===== config.mk =====
export PLATFORM = sky130hd
export DESIGN_NAME = divider
export DESIGN_NICKNAME = d
export VERILOG_FILES = /design/src/rtl/divider.sv
export SDC_FILE = /design/constraint.sdc
export NUM_CORES = 1
export LEC_CHECK = 0
export CAP_MARGIN = 20
export CORE_UTILIZATION = 40
export CTS_CLUSTER_DIAMETER = 200
export DETAILED_ROUTE_END_ITERATION = 6
export PLACE_DENSITY_LB_ADDON = 0.12
export RECOVER_POWER = 25
export SLEW_MARGIN = 0
export SYNTH_ARGS = -nofsm -noshare
export SYNTH_HDL_FRONTEND = slang
export SYNTH_SLANG_ARGS = --single-unit

===== constraint.sdc =====
create_clock -name clk -period 7.8 [get_ports clk]
set_input_delay 1.17 -clock clk [delete_from_list [all_inputs] [get_ports clk]]
set_output_delay 1.17 -clock clk [all_outputs]
set_load 0.005 [all_outputs]

===== src/rtl/divider.sv =====
// Iterative radix-2 restoring unsigned divider: 2*SIZE-bit dividend / SIZE-bit divisor.
// Optional rounding sticky bit enabled by defining DIVIDER_STICKY_EN.
module divider #(
    parameter int SIZE = 8
) (
    input  logic              clk,
    input  logic              rst,
    input  logic              in_valid,
    output logic              in_ready,
    input  logic [2*SIZE-1:0] dividend,
    input  logic [SIZE-1:0]   divisor,
    output logic              out_valid,
    input  logic              out_ready,
    output logic [SIZE-1:0]   quotient,
    output logic [SIZE-1:0]   remainder,
    output logic              overflow,
    output logic              div_by_zero,
    output logic              sticky
);

    localparam int CW = $clog2(SIZE + 1);

    typedef enum logic [1:0] {IDLE, CALC, DONE} state_t;

    state_t            state_q;
    // Partial remainder stays below the divisor, so SIZE bits hold it between iterations.
    logic [SIZE-1:0]   rem_q;
    logic [SIZE-1:0]   sh_q;
    logic [SIZE-1:0]   dvs_q;
    logic [CW-1:0]     cnt_q;
    logic              in_ready_q;
    logic              out_valid_q;
    logic [SIZE-1:0]   quo_q;
    logic [SIZE-1:0]   rmd_q;
    logic              ovf_q;
    logic              dbz_q;

    logic [SIZE:0]     rshift;
    logic [SIZE:0]     diff;
    logic              ge;
    logic [SIZE-1:0]   rem_d;
    logic [SIZE-1:0]   sh_d;

    // Dividend bits leave the top of sh_q while quotient bits enter at the bottom.
    assign rshift = {rem_q, sh_q[SIZE-1]};
    assign diff   = rshift - {1'b0, dvs_q};
    assign ge     = ~diff[SIZE];
    assign rem_d  = ge ? diff[SIZE-1:0] : rshift[SIZE-1:0];
    assign sh_d   = {sh_q[SIZE-2:0], ge};

`ifdef DIVIDER_STICKY_EN
    logic sticky_q;
    assign sticky = sticky_q;
`else
    assign sticky = 1'b0;
`endif

    always_ff @(posedge clk) begin
        if (rst) begin
            state_q     <= IDLE;
            rem_q       <= '0;
            sh_q        <= '0;
            dvs_q       <= '0;
            cnt_q       <= '0;
            in_ready_q  <= 1'b1;
            out_valid_q <= 1'b0;
            quo_q       <= '0;
            rmd_q       <= '0;
            ovf_q       <= 1'b0;
            dbz_q       <= 1'b0;
`ifdef DIVIDER_STICKY_EN
            sticky_q    <= 1'b0;
`endif
        end else begin
            case (state_q)
                IDLE: begin
                    if (in_valid) begin
                        dvs_q      <= divisor;
                        in_ready_q <= 1'b0;
                        if (divisor == '0 || dividend[2*SIZE-1:SIZE] >= divisor) begin
                            quo_q       <= '1;
                            rmd_q       <= '0;
                            ovf_q       <= 1'b1;
                            dbz_q       <= (divisor == '0);
`ifdef DIVIDER_STICKY_EN
                            sticky_q    <= 1'b0;
`endif
                            out_valid_q <= 1'b1;
                            state_q     <= DONE;
                        end else begin
                            rem_q   <= dividend[2*SIZE-1:SIZE];
                            sh_q    <= dividend[SIZE-1:0];
                            cnt_q   <= CW'(SIZE);
                            state_q <= CALC;
                        end
                    end
                end
                CALC: begin
                    rem_q <= rem_d;
                    sh_q  <= sh_d;
                    cnt_q <= cnt_q - 1'b1;
                    if (cnt_q == CW'(1)) begin
                        quo_q       <= sh_d;
                        rmd_q       <= rem_d;
                        ovf_q       <= 1'b0;
                        dbz_q       <= 1'b0;
`ifdef DIVIDER_STICKY_EN
                        sticky_q    <= (rem_d != '0);
`endif
                        out_valid_q <= 1'b1;
                        state_q     <= DONE;
                    end
                end
                DONE: begin
                    if (out_ready) begin
                        out_valid_q <= 1'b0;
                        in_ready_q  <= 1'b1;
                        state_q     <= IDLE;
                    end
                end
                default: begin
                    state_q     <= IDLE;
                    in_ready_q  <= 1'b1;
                    out_valid_q <= 1'b0;
                end
            endcase
        end
    end

    assign in_ready    = in_ready_q;
    assign out_valid   = out_valid_q;
    assign quotient    = quo_q;
    assign remainder   = rmd_q;
    assign overflow    = ovf_q;
    assign div_by_zero = dbz_q;

endmodule

# Yosys cells after proc, flatten, opt, wreduce, memory -nomap -nowiden

Index checks and enable logic that the tools add are counted.

$add $sub $neg: 2
$lt $le $gt $ge: 1
Equal/unequal tests: 8
Mux-type cells: 36
Bitwise logic cells: 2
Reduce and logical (&&, ||, !) cells: 10

Operator list:

| operator            | count |
|---|---|
| $mux 8              | 11 |
| $pmux 8 s2          | 4 |
| $ne 2x2->1 const B  | 5 |
| $mux 1              | 9 |
| $reduce_and 3->1    | 3 |
| $sub 9x8->9         | 1 |
| $ge 8x8->1          | 1 |
| $logic_not 8->1     | 1 |
| $mux 2              | 4 |
| $mux 4              | 2 |
| $pmux 4 s2          | 1 |
| $reduce_and 4->1    | 2 |
| $pmux 1 s3          | 2 |
| $pmux 2 s3          | 1 |
| $eq 4x1->1 const B  | 1 |
| $pmux 1 s2          | 2 |
| $sub 4x1->4 const B | 1 |
| $eq 2x1->1 const B  | 1 |
| $eq 2x2->1 const B  | 1 |
| $logic_not 2->1     | 1 |
| $not 1->1           | 2 |
| $reduce_and 2->1    | 1 |
| $reduce_bool 2->1   | 1 |
| $logic_or 1x1->1    | 1 |

Flip-flop bits (word level): 50
Bits of input ports: 28
Output and inout bits: 21
Logic and storage cells: 70

# Logic depth before layout (Yosys ltp)

Word-level depth: 5
Gate-level depth with buffers: 11
Gate-level depth less buffers: 10

# Worst setup path before layout

No wires, ideal clock.

Kind: input to register
Start point: input dividend[8]
End point: register sh_q[3]
Library setup time: 91 ps
Arrival time: 2834 ps
Data required time: 7709 ps
Setup slack: 4874 ps
Cell stages on the path: 9
Buffers on the path: 1
Cell sequence: inv_1 ha_1 nand2b_1 a211oi_1 o21ai_1 o31ai_4 buf_2 nor2_1 a311oi_1

Longest elaborated chain between the ends: 4

Ends and longest elaborated chain:

| element                    | RTL line | text |
|---|---|---|
| start, declared            | 10       | `input logic [2*SIZE-1:0] dividend,` |
| $ge 8x8->1                 | 80       | `if (divisor == '0 \|\| dividend[2*SIZE-1:SIZE] >= divisor) begin` |
| $logic_or 1x1->1           | 80       |  |
| $ne 2x2->1 (no line)       | -        |  |
| $reduce_and 3->1 (no line) | -        |  |
| end signal, assigned       | 92       | `sh_q <= dividend[SIZE-1:0];` |
| end, declared              | 28       | `logic [SIZE-1:0] sh_q;` |

No other way between the ends.
A chain may end at the register's enable or synchronous reset.

# Worst setup path after layout

Start point: input divisor[5]
End point: register rmd_q[0], in the netlist remainder[0]

Longest elaborated chain between the ends: 4
Elaborated cells between the ends (all ways): 5
Those cells by class: 1 x order compare; 1 x eq/ne; 3 x reduce/logical

Ends and longest elaborated chain:

| element                                       | RTL line | text |
|---|---|---|
| start, declared                               | 11       | `input logic [SIZE-1:0] divisor,` |
| $ge 8x8->1 or $logic_not 8->1 (tied branches) | 80       |  |
| $logic_or 1x1->1 (*)                          | 80       |  |
| $ne 2x2->1 (no line) (*)                      | -        |  |
| $reduce_and 4->1 (no line) (*)                | -        |  |
| end signal, assigned                          | 104      | `rmd_q <= rem_d;` |
| end, declared                                 | 34       | `logic [SIZE-1:0] rmd_q;` |

Every way passes the cells marked *; elsewhere a longest branch is shown, timed or not.

==> out/metrics.cfg <==
[synth]
synthTopCellsByArea=dfxtp_1 36%, ha_1 8.2%, nor2_1 5.9%
yosysMostFrequentCell=dfxtp_1
synth.net_count=363
synth_largest_area_cell=dfxtp_1
yosysTopAreaCellShare_pct=36.4
syn_area_mm2=0.00275
syn_inst=316
synth.distinct_cells=59
ys_seq_elements=50
yosysWarnings=0
synth_edf_count=0
synth_flop_cell=dfxtp_1
syn_area_per_cell_um2=8.71
synth_async_sr_flop_share_pct=0
synth_common_cells=50 x dfxtp_1, 43 x nor2_1, 27 x a21oi_1, 21 x inv_1, 20 x nand2_1
seq_area_frac_synth_pct=36.4

[sta]
min_period_over_period_pct=45.1
rsz0062_at_grt=no
whs_ns=0.466
fmax_ghz=0.284
maxSlewHeadroom_pct=29.5
setup_viol=0
tns_ns=0
worst_slew_pin_slew_ns=1.05
fin_worst_skew_ns=0.0121
period_needed_ns=3.52
timing.final.ws_setup_ns=4.28
hold_violations=0
maxSlewViolCount=0

[layout]
diodes=0
nets=403
drive_gt1_share_pct=8.40
fin_cells=434
final_util_pct=51.9
area_delta_synth_final_pct=22.4

[power]
netSwitchingPower_mw=0.327
pwr-share-seq_pct=37.1
comb_power_share_pct=41.5
power_frac_clock_pct=21.4
power_density_mw_per_mm2=263
p_leak_nw=1.34
internal_power_mw=0.559
peakVddDrop_mv=0.0915
swShare_pct=36.9

[placed_design]
numPortBuffers=47
hpwl_um=4960
dp.cells=426
dp_worst_setup_slack_ns=3.93
gp_routability_congestion=0.912

[floorplan]
ios=49
dieArea_mm2=0.00722
die_h_um=85.0
die_w_um=85.0
coreArea_mm2=0.00649
initial_core_util_pct=42.4
rows=29

[grt]
gr-total-overflow=0
grt_pass1_vias=2200
grt_max_degree=41
antenna_found_initial=0
grt_use_total_pct=19.3
grt_pass1_wl_um=10900

[setup_path]
worstSetupEndpointType=flop
cp_slowest_cell=a311oi_4
worst_ep_required_time_ns=7.99
crit_path_max_fanout=15
critPathArrivalTime_ns=3.71
critPathCapture=remainder[0]
cp-start-kind=primary input
rr_startpoint=sh_q[7]
crit_start=divisor[5]
worst_r2r_endpoint=rem_q[5]
critPathMaxStageDelay_ns=0.66
regToRegSetupSlack_ns=4.99
cp_cell_sequence=clkdlybuf4s50_1 > inv_1 > ha_1 > and4_1 > o211ai_1 > o21a_2 > a311oi_4 > nor2_1 > o2bb2ai_1
reg2reg_depth=10
critical_path_class=in2reg

[cts]
numCtsBuffers=5
cts_resized=0
clk_pin_slew_ns=0.09
cts_max_level=2
clock_latency_ns=0.31
cts.sinks=50
postCtsSetupBuffers=0
hold_buffers=0
ctsRootBufferMaster=clkbuf_8
cts_tree=yes
ctsLongestPathBuffers=2

[detailed_routing]
route.detailed.drc=2
drt_iter0_drc=139
vias_per_cell=5.53
first_pass_iters=6
ant_nets=0
wl_per_cell_um=15.3
wl_um=6630
vias=2400

[outcome]
violations=DRC
status=complete, but fails checks

[min_path]
hp-class=reg2reg
hold_path_depth=1

[job]
maxCapViolations=0

power by group through the flow:
| stage | clock (mW) | combinational [mW] | sequential (mW) |
|---|---|---|---|
| final | 0.189 | 0.367 | 0.329 |
| after CTS | 0.195 | 0.373 | 0.330 |
| after global placement | 0 | 0.368 | 0.336 |
| after global routing | 0.204 | 0.409 | 0.336 |
| after floorplan | 0 | 0.278 | 0.326 |
| after detailed placement | 0 | 0.370 | 0.336 |
registers in the layout, indices dropped and copies added (netlist names):
name,cells
out_valid,1
in_ready,1
overflow,1
rem_q,8
div_by_zero,1
dvs_q,8
remainder,8
cnt_q,4
state_q,2
sh_q,8
quotient,8
kinds of logic after synthesis:
logic type / count (synthesis) / synth area share, %
fa+ha+maj: 19 / 8.91
buf+inv: 38 / 6.00
flops: 50 / 36.4
compound gates: 87 / 23.3
other cells: 1 / 0.136
xor+xnor: 6 / 1.91
simple gates: 104 / 19.3
mux: 11 / 4.09
worst max-delay path: cells and delay by family:
kind                     cells  cell delay, ns
AND/OR/NAND/NOR              2            0.48
adder cells (fa/ha/maj)      1            0.28
AO/OA/AOI/OAI                4            1.21
buffers and inverters        2            0.56
cell usage in the layout, fill, tap and decap left out, drive strengths merged, types with 3 or more instances in the layout:
| cell | synthesis | final |
|---|---|---|
| dfxtp | 50 | 50 |
| nor2 | 45 | 45 |
| clkdlybuf4s50 | 0 | 30 |
| a21oi | 27 | 27 |
| inv | 22 | 23 |
| nand2 | 20 | 20 |
| ha | 18 | 18 |
| dlygate4sd3 | 0 | 17 |
| a211oi | 10 | 10 |
| o21ai | 10 | 10 |
| mux2i | 9 | 9 |
| nor3 | 9 | 9 |
| a311oi | 8 | 8 |
| o2bb2ai | 7 | 7 |
| nor4 | 7 | 7 |
| nand2b | 5 | 5 |
| clkbuf | 9 | 5 |
| xnor2 | 4 | 4 |
| o311ai | 4 | 4 |
| nand3 | 4 | 4 |
| a21o | 3 | 3 |
| a311o | 3 | 3 |
layer usage:
| layer | GRT usage [%] | up-vias | wire [um] |
|---|---|---|---|
| met1 | 27.9 | 1085 | 3380 |
| met4 | 7.40 | 0 | 107 |
| met3 | 2.92 | 10 | 358 |
| li1 | - | 1223 | - |
| met2 | 28.7 | 82 | 2790 |
| met5 | 0 | - | 0 |
stage by stage:
step	total power, mW	cell area, um^2
finish	0.886	3370
global route	0.949	3370
CTS	0.898	3370
detailed placement	0.706	3250
global placement	0.703	3250
floorplan	0.604	2750
layout make-up:
class,count,area (um^2)
clock buffer,5,68.8
clock inverter,3,47.5
fill,633,3130
inverter,22,82.6
multi-input combinational,228,1590
sequential,50,1000
tap,77,96.3
timing repair buffer,49,485
worst min path at each step:
stage	start	to	slack [ns]
floorplan	remainder[0]	remainder[0]	0.46
finish	remainder[2]	remainder[2]	0.47
CTS	remainder[4]	remainder[4]	0.48
global placement	remainder[5]	remainder[5]	0.45
detailed placement	remainder[4]	remainder[4]	0.45
global route	remainder[2]	remainder[2]	0.49
Note: power is estimated with default switching activity, not from simulation.
